### src/rtl/event_trace_player.sv
// Trace buffer that replays timestamped events as per-channel input/new_input pulses for a monitor.
// Optional TRACE_LOOP_EN adds a `loop` input and a `laps` counter for continuous replay.
module event_trace_player #(
    parameter int NUM_CH  = 1,
    parameter int DATA_W  = 64,
    parameter int DEPTH   = 16,
    parameter int DELAY_W = 32,
    localparam int CW     = $clog2(DEPTH + 1)
) (
    input  logic                     clk,
    input  logic                     rst,
    input  logic                     en,
    input  logic                     ld_valid,
    output logic                     ld_ready,
    input  logic [DELAY_W-1:0]       ld_delay,
    input  logic [NUM_CH-1:0]        ld_mask,
    input  logic [NUM_CH*DATA_W-1:0] ld_data,
    input  logic                     clr,
    input  logic                     start,
    input  logic                     abort,
`ifdef TRACE_LOOP_EN
    input  logic                     loop,
    output logic [15:0]              laps,
`endif
    output logic [NUM_CH*DATA_W-1:0] in_data,
    output logic [NUM_CH-1:0]        new_in,
    output logic                     busy,
    output logic                     done,
    output logic [CW-1:0]            count,
    output logic [CW-1:0]            played
);

    localparam int AW   = (DEPTH > 1) ? $clog2(DEPTH) : 1;
    localparam int MEMD = 1 << AW;
    localparam logic [CW-1:0] DEPTH_C = CW'(DEPTH);

    typedef enum logic [1:0] {
        S_IDLE = 2'd0,
        S_RUN  = 2'd1,
        S_DONE = 2'd2
    } state_e;

    state_e                    state_q, state_d;
    logic [CW-1:0]             count_q, count_d;
    logic [CW-1:0]             played_q, played_d;
    logic [CW-1:0]             ptr_q, ptr_d;
    logic [DELAY_W-1:0]        cnt_q, cnt_d;
    logic [NUM_CH-1:0]         new_in_q, new_in_d;
    logic [NUM_CH*DATA_W-1:0]  in_data_q, in_data_d;
    logic                      done_q, done_d;
    logic                      busy_q;
`ifdef TRACE_LOOP_EN
    logic [15:0]               laps_q, laps_d;
`endif

    logic [DELAY_W-1:0]        dly_mem  [MEMD];
    logic [NUM_CH-1:0]         mask_mem [MEMD];
    logic [NUM_CH*DATA_W-1:0]  data_mem [MEMD];

    logic                      idle_like_s;
    logic                      load_s;
    logic                      last_s;
    logic                      loop_s;
    logic [AW-1:0]             cur_idx_s;
    logic [AW-1:0]             nxt_idx_s;

    function automatic logic [NUM_CH*DATA_W-1:0] mask_lanes(
        input logic [NUM_CH-1:0]        m,
        input logic [NUM_CH*DATA_W-1:0] d
    );
        logic [NUM_CH*DATA_W-1:0] r;
        r = '0;
        for (int k = 0; k < NUM_CH; k++) begin
            if (m[k]) begin
                r[k*DATA_W +: DATA_W] = d[k*DATA_W +: DATA_W];
            end else begin
                r[k*DATA_W +: DATA_W] = '0;
            end
        end
        return r;
    endfunction

`ifdef TRACE_LOOP_EN
    assign loop_s = loop;
    assign laps   = laps_q;
`else
    assign loop_s = 1'b0;
`endif

    assign idle_like_s = (state_q != S_RUN);
    assign ld_ready    = idle_like_s && (count_q < DEPTH_C) && !start && !clr;
    assign load_s      = ld_valid && ld_ready;
    assign last_s      = (ptr_q == (count_q - CW'(1)));
    assign cur_idx_s   = ptr_q[AW-1:0];
    assign nxt_idx_s   = ptr_q[AW-1:0] + AW'(1);

    assign in_data = in_data_q;
    assign new_in  = new_in_q;
    assign busy    = busy_q;
    assign done    = done_q;
    assign count   = count_q;
    assign played  = played_q;

    // Trace buffer write port; contents need no reset since count gates every read.
    always_ff @(posedge clk) begin
        if (load_s) begin
            dly_mem[count_q[AW-1:0]]  <= ld_delay;
            mask_mem[count_q[AW-1:0]] <= ld_mask;
            data_mem[count_q[AW-1:0]] <= ld_data;
        end
    end

    // Next-state: abort beats clr, clr beats start, start beats load, then replay stepping.
    always_comb begin
        state_d   = state_q;
        count_d   = count_q;
        played_d  = played_q;
        ptr_d     = ptr_q;
        cnt_d     = cnt_q;
        done_d    = done_q;
        new_in_d  = '0;
        in_data_d = en ? '0 : in_data_q;
`ifdef TRACE_LOOP_EN
        laps_d    = laps_q;
`endif
        if (abort) begin
            state_d   = S_IDLE;
            in_data_d = '0;
        end else if (idle_like_s && clr) begin
            state_d  = S_IDLE;
            count_d  = '0;
            played_d = '0;
            done_d   = 1'b0;
        end else if (idle_like_s && start && en) begin
            if (count_q == '0) begin
                state_d = S_DONE;
                done_d  = 1'b1;
            end else begin
                state_d  = S_RUN;
                ptr_d    = '0;
                cnt_d    = dly_mem[0];
                played_d = '0;
                done_d   = 1'b0;
            end
        end else if (load_s) begin
            state_d = S_IDLE;
            count_d = count_q + CW'(1);
            done_d  = 1'b0;
        end else if ((state_q == S_RUN) && en) begin
            if (cnt_q != '0) begin
                cnt_d = cnt_q - DELAY_W'(1);
            end else begin
                new_in_d  = mask_mem[cur_idx_s];
                in_data_d = mask_lanes(mask_mem[cur_idx_s], data_mem[cur_idx_s]);
                played_d  = played_q + CW'(1);
                if (last_s && loop_s) begin
                    ptr_d    = '0;
                    cnt_d    = dly_mem[0];
                    played_d = '0;
`ifdef TRACE_LOOP_EN
                    laps_d   = laps_q + 16'd1;
`endif
                end else if (last_s) begin
                    state_d = S_DONE;
                    done_d  = 1'b1;
                end else begin
                    ptr_d = ptr_q + CW'(1);
                    cnt_d = dly_mem[nxt_idx_s];
                end
            end
        end else begin
            state_d = state_q;
        end
    end

    // State and registered outputs.
    always_ff @(posedge clk or negedge rst) begin
        if (!rst) begin
            state_q   <= S_IDLE;
            count_q   <= '0;
            played_q  <= '0;
            ptr_q     <= '0;
            cnt_q     <= '0;
            new_in_q  <= '0;
            in_data_q <= '0;
            done_q    <= 1'b0;
            busy_q    <= 1'b0;
`ifdef TRACE_LOOP_EN
            laps_q    <= 16'd0;
`endif
        end else begin
            state_q   <= state_d;
            count_q   <= count_d;
            played_q  <= played_d;
            ptr_q     <= ptr_d;
            cnt_q     <= cnt_d;
            new_in_q  <= new_in_d;
            in_data_q <= in_data_d;
            done_q    <= done_d;
            busy_q    <= (state_d == S_RUN);
`ifdef TRACE_LOOP_EN
            laps_q    <= laps_d;
`endif
        end
    end

endmodule

### config.mk
export PLATFORM = sky130hd
export DESIGN_NAME = event_trace_player
export DESIGN_NICKNAME = d
export VERILOG_FILES = /design/src/rtl/event_trace_player.sv
export SDC_FILE = /design/constraint.sdc
export NUM_CORES = 2
export LEC_CHECK = 0
export CELL_PAD_IN_SITES_DETAIL_PLACEMENT = 1
export CELL_PAD_IN_SITES_GLOBAL_PLACEMENT = 2
export CORE_MARGIN = 2
export CORE_UTILIZATION = 35
export CTS_CLUSTER_DIAMETER = 30
export CTS_CLUSTER_SIZE = 30
export DETAILED_ROUTE_END_ITERATION = 6
export DONT_BUFFER_PORTS = 1
export GPL_ROUTABILITY_DRIVEN = 0
export GPL_TIMING_DRIVEN = 0
export PLACE_DENSITY_LB_ADDON = 0.2
export SLEW_MARGIN = 20
export SYNTH_ARGS = -nofsm -noshare
export SYNTH_HDL_FRONTEND = slang
export SYNTH_SLANG_ARGS = --single-unit
### constraint.sdc
create_clock -name clk -period 12.1 [get_ports clk]
set_input_delay 1.21 -clock clk [delete_from_list [all_inputs] [get_ports clk]]
set_output_delay 1.21 -clock clk [all_outputs]
set_load 0.02 [all_outputs]
==> results.sh <==
export IMPL_crit_type="reg -> reg"
export IMPL_synth_net_count=3239
export IMPL_core_sq_um=185000
export IMPL_cts_tree="yes"
export IMPL_grt_max_degree=117
export IMPL_fillCellCount=17200
export IMPL_relSlewSlack_pct=23.7
export IMPL_clock_sinks=1668
export IMPL_synth_top_cell_by_area="edfxtp_1"
export IMPL_track_usage_pct=20.1
export IMPL_grt_use_met2_pct=36.0
export IMPL_whs_ns=0.272
export IMPL_cts_root_buffer="clkbuf_16"
export IMPL_clkLatencyLatePin_ns=0.99
export IMPL_grt_pass1_vias=38100
export IMPL_syn_area_sq_um=65000
export IMPL_yosysTopAreaCellShare_pct=71.7
export IMPL_post_route_period_util_pct=36.0
export IMPL_avgSynthCellArea_sq_um=20.8
export IMPL_grtUsageMet3_pct=4.30
export IMPL_post_cts_resized=0
export IMPL_drive_gt1_share_pct=30.8
export IMPL_drc_errors=0
export IMPL_yosysSeqAreaShare_pct=76.1
export IMPL_top_usage_layer="met2"
export IMPL_required_ns=12.92
export IMPL_grt_setup_unrepaired="false"
export IMPL_die_area_sq_um=189000
export IMPL_irDropWorstVdd_v=0.000140
export IMPL_gr_total_overflow=0
export IMPL_cp_end_kind="register"
export IMPL_setup_ws_ns=7.74
export IMPL_ys_types=62
export IMPL_tns_ns=0
export IMPL_dieHeight_um=435
export IMPL_ctsHoldBuffers=1
export IMPL_drv_slew=0
export IMPL_start_kind="register"
export IMPL_syn_to_final_growth_pct=27.1
export IMPL_clockBufferDepth=4
export IMPL_outcome="complete, no violations"
export IMPL_fin_skew_ns=0.0947
export IMPL_dp_slack_ns=7.64
export IMPL_via_per_inst=5.28
export IMPL_ioPinCount=182
export IMPL_tightestPinTransition_ns=1.14
export IMPL_layout_nets=3681
export IMPL_setup_viol=0
export IMPL_htreeDepth=5
export IMPL_initial_core_util_pct=35.1
export IMPL_crit_arrival_ns=5.18
export IMPL_vias=33500
export IMPL_numPortBuffers=0
export IMPL_yosys_warnings=0
export IMPL_final_util_pct=44.7
export IMPL_yosys_register_bits=1668
export IMPL_hold_viol=0
export IMPL_drt_wl_total_um=190000
export IMPL_syn_instance_count=3127
export IMPL_met1_usage_pct=24.1
export IMPL_die_width_um=435
export IMPL_synth_ff_type="edfxtp_1"
export IMPL_p_leak_uw=0.0266
export IMPL_clk_pin_slew_ns=0.05
export IMPL_maxCapViolCount=0
export IMPL_worst_hold_path_type="in -> async"
export IMPL_period_minus_slack_ns=4.36
export IMPL_antenna_found_initial=0
export IMPL_n_antenna_cell=0
export IMPL_wl_per_cell_um=29.9
export IMPL_dp_hpwl_um=120000
export IMPL_cts_setup_buffers=0
export IMPL_drtPass1Iterations=5
export IMPL_drtIter0Drc=2349
export IMPL_power_density_nw_per_um2=209
export IMPL_numCtsBuffers=387
export IMPL_design_area_sq_um=82700
export IMPL_async_flop_share_pct=6.95
export IMPL_dpl_cell_area_sq_um=69500
export IMPL_grt_pass1_wl_um=274000
export IMPL_cp_max_fo=10
export IMPL_yosys_top_cells_area="edfxtp_1, mux4_2, dfrtp_1, a21oi_1, nor2b_1"
export IMPL_ant_nets=0
export IMPL_fmax_mhz=229
export IMPL_synth_edf_count=1552
export IMPL_rows=158
## cell type report
| cell class | count | area, sq um | area share (%) |
|---|---|---|---|
| flip-flops and latches | 1668 | 49500 | 59.9 |
| clock inverters | 263 | 3140 | 3.80 |
| inverters | 8 | 30.0 | 0.0363 |
| well taps | 2480 | 3100 | 3.75 |
| clock buffers | 435 | 10000 | 12.1 |
| repair buffers | 53 | 1280 | 1.55 |
| plain buffers | 177 | 790 | 0.955 |
| multi-input cells | 1274 | 14800 | 17.9 |
## power breakdown
part / switching (uW) / internal, uW / leakage [uW]
combinational: 189 / 117 / 0.00473
clock: 3230 / 7230 / 0.00631
sequential: 77.0 / 6390 / 0.0155
total: 3500 / 13700 / 0.0266
## state kept, by name (all words and copies together), names as in the netlist
signal    cells
data_mem   1024
dly_mem     512
in_data      64
cnt_q        32
mask_mem     16
count         5
played        5
ptr_q         5
state_q       2
busy          1
done          1
new_in        1
## kinds of logic after synthesis
| family | count (synthesis) | share of synthesized area [%] |
|---|---|---|
| and+or+nand+nor | 384 | 3.23 |
| buffers and inverters | 185 | 1.24 |
| AOI/OAI and AO/OA | 370 | 3.38 |
| adders and majority gates | 8 | 0.154 |
| muxes | 488 | 15.5 |
| xor gates and xnor gates | 24 | 0.323 |
| DFF | 1668 | 76.1 |
## per-stage QoR
stage,power [uW],cells
floorplan,6750,3127
global placement,6850,5607
detailed placement,6860,5659
CTS,17400,6358
global route,17700,6358
finish,17200,6358
## per-layer routing
| layer | wire (um) | vias up |
|---|---|---|
| met2 | 101000 | 890 |
| met1 | 75000 | 18300 |
| li1 | - | 14000 |
| met3 | 8960 | 331 |
| met5 | 0 | - |
| met4 | 5150 | 0 |
## path summary, 6_finish.rpt
| kind | end | slack [ns] | cells after the start | start |
|---|---|---|---|---|
| setup / recovery | in_data[2] | 7.74 | 8 | ptr_q[2] |
| min in group clk | data_mem[12][13] | 0.32 | 0 | ld_data[13] |
| setup reg to reg | in_data[2] | 7.74 | 8 | ptr_q[2] |
| max in group asynchronous | in_data[52] | 11.18 | 1 | rst |
| hold / removal | in_data[22] | 0.27 | 1 | rst |
| hold reg to reg | cnt_q[23] | 0.49 | 1 | cnt_q[23] |
## worst max-delay path, stage by stage, from the launching register on
cell	delay (ns)
dfrtp_1	0.35
clkbuf_1	0.63
clkbuf_2	0.62
clkbuf_1	0.70
clkbuf_1	0.85
a211oi_1	0.17
a21oi_1	0.61
a21oi_1	0.17
nor2_1	0.14
## cell usage in the layout, fill, tap and decap left out, types with 16 or more instances in the layout
cell and instances:
dfrtp_1 116, mux4_2 417, bufinv_16 62, nor2b_1 132, clkinv_1 39, nand2_1 34
nor2_1 116, buf_16 33, nor3_1 17, a211oi_1 72, clkbuf_1 144, clkinv_2 63
buf_2 55, edfxtp_1 1552, clkinvlp_4 52, o21ai_0 38, and2_4 16, mux2i_1 69
inv_6 19, clkbuf_16 393, buf_12 17, clkinv_4 26, a21oi_1 200
## cells in the mapped netlist (all sizes together) (8+ instances only)
cell type and n:
a31oi 12, dfrtp 116, nand4 12, buf 62, a21oi 200, edfxtp 1552, mux2i 69, xor2 14
clkbuf 115, nor3 18, o31ai 14, nor4 12, or3 8, nor2b 132, a211oi 72, nand3 11
and2 17, o21ai 41, inv 8, ha 8, xnor2 10, nor2 116, nand2 35, mux4 417
Power figures use the tool's default switching activity.
